$ cat src/rtl/mm2s.sv
// ============================================================================
//  Module   : mm2s
//  Purpose  : Memory-mapped-to-stream DMA reader. Software programs a source
//             address and a word count through the PS register port and
//             writes CTRL.start. The block then issues one single-beat
//             AXI-lite read at a time and forwards each returned word on an
//             AXI-stream master. tlast is asserted on the final word.
//  Options  : MM2S_IRQ_EN adds a level interrupt output, irq = done | error.
//             The interrupt stays high until a CTRL bit1 (clear) write.
//  Revision : 1.0 - initial release
// ============================================================================
`default_nettype none

module mm2s #(
  parameter int DATA_WIDTH    = 32,
  parameter int ADDR_WIDTH    = 32,  // must not exceed the 32-bit PS data bus
  parameter int LEN_WIDTH     = 16,  // must not exceed the 32-bit PS data bus
  parameter int PS_ADDR_WIDTH = 4    // PS register address, in word-index units
) (
  input  logic                    clk,
  input  logic                    rst_n,
  // PS register port
  input  logic [PS_ADDR_WIDTH-1:0] ps_waddr,
  input  logic [31:0]             ps_wdata,
  input  logic                    ps_wvalid,
  output logic                    ps_wready,
  output logic                    ps_wresp,
  input  logic [PS_ADDR_WIDTH-1:0] ps_raddr,
  input  logic                    ps_arvalid,
  output logic [31:0]             ps_rdata,
  output logic                    ps_rvalid,
  // AXI-lite master, read channel
  output logic [ADDR_WIDTH-1:0]   mem_araddr,
  output logic                    mem_arvalid,
  input  logic                    mem_arready,
  input  logic [DATA_WIDTH-1:0]   mem_rdata,
  input  logic [1:0]              mem_rresp,
  input  logic                    mem_rvalid,
  output logic                    mem_rready,
  // AXI-lite master, write channel (never used by a reader)
  output logic [ADDR_WIDTH-1:0]   mem_awaddr,
  output logic                    mem_awvalid,
  output logic [DATA_WIDTH-1:0]   mem_wdata,
  output logic [DATA_WIDTH/8-1:0] mem_wstrb,
  output logic                    mem_wvalid,
  output logic                    mem_bready,
  // AXI-stream master
  output logic [DATA_WIDTH-1:0]   dout_data,
  output logic                    dout_valid,
  input  logic                    dout_ready,
  output logic                    dout_last
`ifdef MM2S_IRQ_EN
  ,
  output logic                    irq
`endif
);

  localparam logic [PS_ADDR_WIDTH-1:0] c_reg_src    = PS_ADDR_WIDTH'(0);
  localparam logic [PS_ADDR_WIDTH-1:0] c_reg_len    = PS_ADDR_WIDTH'(1);
  localparam logic [PS_ADDR_WIDTH-1:0] c_reg_ctrl   = PS_ADDR_WIDTH'(2);
  localparam logic [PS_ADDR_WIDTH-1:0] c_reg_status = PS_ADDR_WIDTH'(3);
  localparam logic [ADDR_WIDTH-1:0]    c_addr_step  = ADDR_WIDTH'(DATA_WIDTH / 8);
  localparam logic [LEN_WIDTH-1:0]     c_len_one    = LEN_WIDTH'(1);

  typedef enum logic [2:0] {
    ST_IDLE = 3'd0,
    ST_AR   = 3'd1,
    ST_R    = 3'd2,
    ST_TX   = 3'd3,
    ST_DONE = 3'd4
  } state_t;

  state_t                  r_state;
  state_t                  w_state_next;

  logic [ADDR_WIDTH-1:0]   r_src;
  logic [LEN_WIDTH-1:0]    r_len;
  logic [ADDR_WIDTH-1:0]   r_addr;
  logic [LEN_WIDTH-1:0]    r_rem;
  logic [DATA_WIDTH-1:0]   r_data;
  logic                    r_done;
  logic                    r_error;
  logic                    r_wresp;

  logic                    w_busy;
  logic                    w_len_zero;
  logic                    w_start;
  logic                    w_clear;
  logic                    w_wr_src;
  logic                    w_wr_len;
  logic                    w_start_ok;
  logic                    w_r_fire;
  logic                    w_tx_fire;

  // Busy covers the whole transfer; DONE already reports not-busy.
  assign w_busy     = (r_state == ST_AR) || (r_state == ST_R) || (r_state == ST_TX);
  assign w_len_zero = (r_len == '0);

  // Register-write decode. SRC/LENGTH are frozen while a transfer runs.
  assign w_wr_src   = ps_wvalid && (ps_waddr == c_reg_src) && !w_busy;
  assign w_wr_len   = ps_wvalid && (ps_waddr == c_reg_len) && !w_busy;
  assign w_start    = ps_wvalid && (ps_waddr == c_reg_ctrl) && ps_wdata[0];
  assign w_clear    = ps_wvalid && (ps_waddr == c_reg_ctrl) && ps_wdata[1];

  // A start is only honoured from IDLE; starts at any other time are dropped.
  assign w_start_ok = (r_state == ST_IDLE) && w_start;
  assign w_r_fire   = (r_state == ST_R) && mem_rvalid;
  assign w_tx_fire  = (r_state == ST_TX) && dout_ready;

  // PS port: writes are always accepted, reads are answered in the same cycle.
  assign ps_wready  = 1'b1;
  assign ps_wresp   = r_wresp;
  assign ps_rvalid  = ps_arvalid;

  // Combinational register readback.
  always_comb begin
    ps_rdata = 32'd0;
    case (ps_raddr)
      c_reg_src:    ps_rdata = 32'(r_src);
      c_reg_len:    ps_rdata = 32'(r_len);
      c_reg_status: ps_rdata = {29'd0, r_error, r_done, w_busy};
      default:      ps_rdata = 32'd0;
    endcase
  end

  // Write channel is permanently idle.
  assign mem_awaddr  = '0;
  assign mem_awvalid = 1'b0;
  assign mem_wdata   = '0;
  assign mem_wstrb   = '0;
  assign mem_wvalid  = 1'b0;
  assign mem_bready  = 1'b0;

  // Address and data come straight from holding registers, so they stay
  // stable for as long as the matching valid waits for acceptance.
  assign mem_araddr = r_addr;
  assign dout_data  = r_data;

`ifdef MM2S_IRQ_EN
  assign irq = r_done | r_error;
`endif

  // FSM state register.
  always_ff @(posedge clk or negedge rst_n) begin
    if (!rst_n) begin
      r_state <= ST_IDLE;
    end else begin
      r_state <= w_state_next;
    end
  end

  // FSM next state and handshake outputs, decoded from the registered state
  // so that an asynchronous reset drops every valid/ready at once.
  always_comb begin
    w_state_next = r_state;
    mem_arvalid  = 1'b0;
    mem_rready   = 1'b0;
    dout_valid   = 1'b0;
    dout_last    = 1'b0;
    case (r_state)
      ST_IDLE: begin
        if (w_start_ok && !w_len_zero) begin
          w_state_next = ST_AR;
        end
      end
      ST_AR: begin
        mem_arvalid = 1'b1;
        if (mem_arready) begin
          w_state_next = ST_R;
        end
      end
      ST_R: begin
        mem_rready = 1'b1;
        if (mem_rvalid) begin
          w_state_next = ST_TX;
        end
      end
      ST_TX: begin
        dout_valid = 1'b1;
        dout_last  = (r_rem == c_len_one);
        if (dout_ready) begin
          w_state_next = (r_rem > c_len_one) ? ST_AR : ST_DONE;
        end
      end
      ST_DONE: begin
        w_state_next = ST_IDLE;
      end
      default: begin
        w_state_next = ST_IDLE;
      end
    endcase
  end

  // Programming registers, transfer counters, data holding register and
  // status flags. Clear is applied before start so "clear+start" in one
  // write behaves as clear followed by start; a read error seen in the same
  // cycle as a clear still sets the flag.
  always_ff @(posedge clk or negedge rst_n) begin
    if (!rst_n) begin
      r_src   <= '0;
      r_len   <= '0;
      r_addr  <= '0;
      r_rem   <= '0;
      r_data  <= '0;
      r_done  <= 1'b0;
      r_error <= 1'b0;
      r_wresp <= 1'b0;
    end else begin
      r_wresp <= ps_wvalid;

      if (w_wr_src) begin
        r_src <= ps_wdata[ADDR_WIDTH-1:0];
      end
      if (w_wr_len) begin
        r_len <= ps_wdata[LEN_WIDTH-1:0];
      end

      if (w_clear) begin
        r_done  <= 1'b0;
        r_error <= 1'b0;
      end

      if (w_start_ok) begin
        if (w_len_zero) begin
          // Empty transfer: flag it as complete-with-error, no bus traffic.
          r_done  <= 1'b1;
          r_error <= 1'b1;
        end else begin
          r_addr  <= r_src;
          r_rem   <= r_len;
          r_done  <= 1'b0;
          r_error <= 1'b0;
        end
      end

      if (w_r_fire) begin
        r_data <= mem_rdata;
        if (mem_rresp != 2'b00) begin
          r_error <= 1'b1;
        end
      end

      if (w_tx_fire) begin
        r_rem  <= r_rem - c_len_one;
        r_addr <= r_addr + c_addr_step;
        if (r_rem == c_len_one) begin
          r_done <= 1'b1;
        end
      end
    end
  end

endmodule

`default_nettype wire

$ cat config.mk
export PLATFORM = sky130hd
export DESIGN_NAME = mm2s
export DESIGN_NICKNAME = d
export VERILOG_FILES = /design/src/rtl/mm2s.sv
export SDC_FILE = /design/constraint.sdc
export NUM_CORES = 1
export LEC_CHECK = 0
export ABC_AREA = 0
export ABC_CLOCK_PERIOD_IN_PS = 4500
export CORE_MARGIN = 2
export CORE_UTILIZATION = 49
export CTS_CLUSTER_DIAMETER = 60
export DETAILED_ROUTE_END_ITERATION = 6
export GPL_TIMING_DRIVEN = 0
export PLACE_DENSITY_LB_ADDON = 0.25
export SLEW_MARGIN = 15
export SYNTH_ARGS = -nofsm -noshare
export SYNTH_HDL_FRONTEND = slang
export SYNTH_SLANG_ARGS = --single-unit
$ cat constraint.sdc
create_clock -name clk -period 4.5 [get_ports clk]
set_input_delay 1.35 -clock clk [delete_from_list [all_inputs] [get_ports clk]]
set_output_delay 1.35 -clock clk [all_outputs]
set_load 0.005 [all_outputs]
=== Word-level counts from Yosys, hierarchy flattened ===
Cells that the tools add are included.

* Bitwise operators: 0
* $lt $le $gt $ge: 1
* Add/sub/neg operators: 2
* Muxes and demuxes: 26
* Multipliers: 0
* Equal/unequal tests: 13
* Reduce and logical (&&, ||, !) cells: 23
* Div/mod/pow operators: 0
* Shift operators: 0

{| class="wikitable"
|+ Operators by type and width
! operator !! number
|-
| 32-bit 2-to-1 mux || 3
|-
| 32-bit case mux with 3 select lines || 1
|-
| 16-bit 2-to-1 mux || 3
|-
| 32-bit by 3-bit adder with 32-bit output, second input constant || 1
|-
| 16-bit by 1-bit equality test with 1-bit output, second input constant || 1
|-
| 16-bit by 1-bit greater-than comparator with 1-bit output, second input constant || 1
|-
| 16-bit logical NOT || 1
|-
| 16-bit by 1-bit subtractor with 16-bit output, second input constant || 1
|-
| 3-bit 2-to-1 mux || 5
|-
| 1-bit 2-to-1 mux || 13
|-
| 3-bit case mux with 4 select lines || 1
|-
| 1-bit logical AND || 11
|-
| 4-bit by 1-bit equality test with 1-bit output, second input constant || 2
|-
| 4-bit by 2-bit equality test with 1-bit output, second input constant || 2
|-
| 4-bit logical NOT || 2
|-
| 3-bit by 2-bit equality test with 1-bit output, second input constant || 2
|-
| 2-bit inequality test, second input constant || 3
|-
| 2-bit by 1-bit inequality test with 1-bit output, second input constant || 2
|-
| 4-bit AND reduction || 1
|-
| 2-bit nonzero test || 2
|-
| 3-bit by 1-bit equality test with 1-bit output, second input constant || 1
|-
| 3-bit logical NOT || 1
|-
| 1-bit logical NOT || 2
|-
| 1-bit logical OR || 2
|-
| 2-bit AND reduction || 1
|}

* RAM bits: 0
* Memories kept: 0
* Input port bits: 81
* Bits in read-only memories: 0
* Flip-flop bits (word level): 134
* Bits in latches: 0
* Word-level logic and storage cells: 74
* Output and inout bits: 174

=== Logic depth before layout (Yosys ltp) ===
* Depth after elaboration: 7
* Depth in mapped cells: 8
* Mapped depth without buffers: 6

=== Worst setup path after synthesis ===
OpenSTA, ideal clock, no wires.

* Path kind: input-to-output
* From: input port ps_raddr[0]
* To: output port ps_rdata[10]
* Data arrival time: 2.582 ns
* Stages on the path: 4
* Path buffers: 2
* Path slack: 0.568 ns
* Cell sequence: clkbuf_1 > nor4b_1 > clkbuf_1 > a22o_1

* Cells in the longest elaborated chain, start to end: 2
* Elaborated cells on any way between the ends: 4
* Classes of those cells: eq/ne: 2; mux: 1; reduce/logical: 1

{| class="wikitable"
|+ Ends and longest elaborated chain
! element !! line !! RTL
|-
| start, declared || 28 || <nowiki>input logic [PS_ADDR_WIDTH-1:0] ps_raddr,</nowiki>
|-
| 4-bit by 2-bit equality test with 1-bit output (tied with other cells) || 118 || <nowiki>case (ps_raddr)</nowiki>
|-
| 32-bit case mux with 3 select lines * || 118 ||
|-
| end, declared || 30 || <nowiki>output logic [31:0] ps_rdata,</nowiki>
|}

Mark *: on every way between the ends. The rest lies on a longest branch, timed or not.

=== Final worst setup path ===
* From: input port ps_raddr[3]
* To: output port ps_rdata[12]

Same word-level chain as after synthesis.

==> results.ini <==
[synthesis]
synthAdderAreaFrac_pct=0.533
netlist_area_um2=7050
syn-instance-count=661
synthDistinctLibCells=51
synth.area.mux_share_pct=13.5
synth_edf_count=0
synth_seq_cells=134
synth_flop_cell=dfrtp_1
ys_seq_area_share_pct=47.6
synth_top_family_by_area=simple AND/OR/NAND/NOR gates
synth_compound_area_share_pct=10.3
syn_avg_cell_area_um2=10.7
synth-simple-area-share_pct=17.3
yosys.area_share.xor_xnor_pct=0.249
yosys_warnings=0
async_flop_share_pct=100

[clocking]
clockBufferDepth=2
h-tree-depth=4
cts_tree=built
clock_latency_ns=0.43
numCtsBuffers=17
cts_sinks=134
cts-root-buf=clkbuf_16
clk_pin_slew_ns=0.06

[critical_path]
crit_path_end=ps_rdata[12]
r2r_cells=5
crit_type=primary input to output port
cp-startpoint=ps_raddr[3]
startpoint_type=primary input
slowest_stage=clkdlybuf4s50_1
worstPathArrival_ns=3.08
rr_startpoint=r_state[2]
cp_cell_sequence=dlygate4sd2_1 > nor4b_4 > clkbuf_4 > a22o_1 > clkdlybuf4s50_1
critPathCaptureType=output port
crit_buf_inv=3
cp.required_ns=3.15
rr_endpoint=r_src[20]
crit_family=buffers and inverters
slowest_delay_ns=0.50
cp_num_cells=5
crit_path_max_fanout=10
reg2reg_setup_slack_ns=1.82

[place]
place.gp.congestion=0.867
place_hpwl_um=14400
portBuffers=179
post-place-ws_ns=-0.874

[worst_hold_path]
hp-class=flop to flop

[cells_and_area]
drive_gt1_share_pct=24.1
layout.nets=1017
multi_input_area_um2=3260
diodes=0
n_fill_cell=1045
regArea_um2=3350
area_growth_pct=43.1

[sta]
hold_viol=0
rsz0062_at_grt=no
drv_slew=0
finalSetupViolCount=0
slew-limit-headroom_pct=20.7
period_minus_slack_ns=4.43
fin_ws_ns=0.0671
worst_slew_pin_slew_ns=1.18
fin_hold_ws_ns=0.476
worst_clock_skew_ns=0.00840
fmax_mhz=226
period_share_pct=98.5

[detailed_routing]
firstDrtPassIters=5
drt_wl_total_um=20000
drt_iter0_markers=498
viasPerCell=5.41
wl_per_cell_um=17.8
drc=0
ant_nets=0
via_count=6091

[die]
ioPinCount=255
die_x_um=124
core_area_um2=14000
fp-row-count=43
die-area_um2=15400
start_util_pct=50.4
die_h_um=124

[power]
vdd_ir_drop_max_mv=0.431
leakagePower_nw=4.54
powerDensity_nw_per_um2=529

[grt]
antenna_found_initial=0
grt_pass1_wl_um=30700
grt_pass1_vias=5866
overflow=0
grt_max_degree=100
grt_usage_pct=26.8

[status]
status=finished, final reports clean

[run]
drv_cap=0

[metrics by stage]
step                area, um^2  instances  setup TNS (ns)  power (mW)  util (%)
floorplan                 7310        731               0        2.90         -
global placement          9330       1090         -466.22        3.73      66.7
detailed placement        9360       1091          -20.36        3.79      66.9
CTS                      10100       1122               0        5.34      71.9
global route             10100       1125               0        5.65      72.1
finish                   10100       1125               0        5.34      72.1
[cells in the final DEF (no fill, tap or decap), types with 11 or more instances in the layout]
master,Yosys,routed
nand4_1,12,12
buf_4,74,77
conb_1,2,72
and2_1,19,19
nor2_1,26,26
o311ai_0,16,16
clkbuf_16,0,17
nand2_1,63,63
o211ai_1,20,20
nand3_1,37,37
clkdlybuf4s50_1,0,176
o21ai_0,22,22
buf_2,18,18
dfrtp_1,134,134
a22o_1,13,13
mux2_2,78,78
clkbuf_1,14,11
[report_power, final]
| group | switching (mW) | total [mW] | leakage, nW | internal [mW] |
|---|---|---|---|---|
| combinational | 0.623 | 1.62 | 2.51 | 0.997 |
| clock | 0.508 | 1.53 | 0.316 | 1.02 |
| sequential | 0.488 | 2.19 | 1.71 | 1.70 |
| total | 1.62 | 5.34 | 4.54 | 3.72 |
[layout make-up]
cell class                      count  share of cell area (%)
Clock inverter                      9                    1.71
Multi-Input combinational cell    486                    32.3
Clock buffer                       22                    4.70
Sequential cell                   134                    33.3
Timing Repair Buffer              183                    18.3
Inverter                            3                   0.112
Buffer                            108                    7.41
Tap cell                          180                    2.23
[worst min-delay path, stage by stage, from the launching register on]
cell     delay, ns
dfrtp_1       0.34
nand2_1       0.05
nand2_1       0.06
[synthesized netlist by cell type, types with 3 or more instances]
cell type    n  area (um^2)
nor2_1      26         97.6
ha_1         3         37.5
inv_1        3         11.3
buf_2       18         90.1
nand3_1     37          185
mux2i_1      5         50.1
nor3b_1      4         30.0
a21oi_1      9         45.0
nand2_1     63          236
or3_1        4         25.0
nand4_1     12         75.1
nor3_1      10         50.1
mux2_2      78          878
clkbuf_1    14         52.6
nor4_1      10         62.6
a22oi_1      6         45.0
a221o_1      4         40.0
o311ai_0    16          140
and3_1       8         50.1
or4_1        6         45.0
o211ai_1    20          150
a22o_1      13          114
a31oi_1      9         56.3
buf_4       74          556
and2_1      19          119
o21ai_0     22          110
dfrtp_1    134         3350
[routing by layer]
metal	up-vias	share of wire, %	global-route usage, %
met2	333	47	41.7
met5	-	0	0
met3	37	10	9.07
met1	2904	41	35.3
met4	0	1.8	8.85
li1	2817	-	-
[state kept, by name, indices dropped and copies added, names as in the netlist]
name	flops
r_rem	16
r_error	1
dout_data	32
r_src	32
r_done	1
mem_araddr	32
r_len	16
ps_wresp	1
r_state	3
[worst min-delay path by stage]
stage               cells past startpoint  slack, ns             to          start
floorplan                               2       0.45  mem_araddr[0]       r_src[0]
global route                            1       0.52  dout_data[30]  dout_data[30]
finish                                  2       0.48  mem_araddr[1]  mem_araddr[1]
CTS                                     2       0.48  mem_araddr[1]  mem_araddr[1]
global placement                        2       0.46  mem_araddr[1]  mem_araddr[1]
detailed placement                      2       0.47  mem_araddr[1]  mem_araddr[1]
[logic make-up after synthesis]
family,count (synthesis)
simple gates,222
flops,134
buf+inv,111
compound gates,102
mux,85
fa+ha+maj,3
other cells,2
xor+xnor,2
[repair_timing]
action	4_1_cts	5_1_grt
hold buffers	0	0
setup buffers	0	3
pin swaps	0	1
gates cloned	0	0
resized for setup	14	6
endpoints found under the setup margin	29	24
Note: power is estimated with default switching activity, not from simulation.
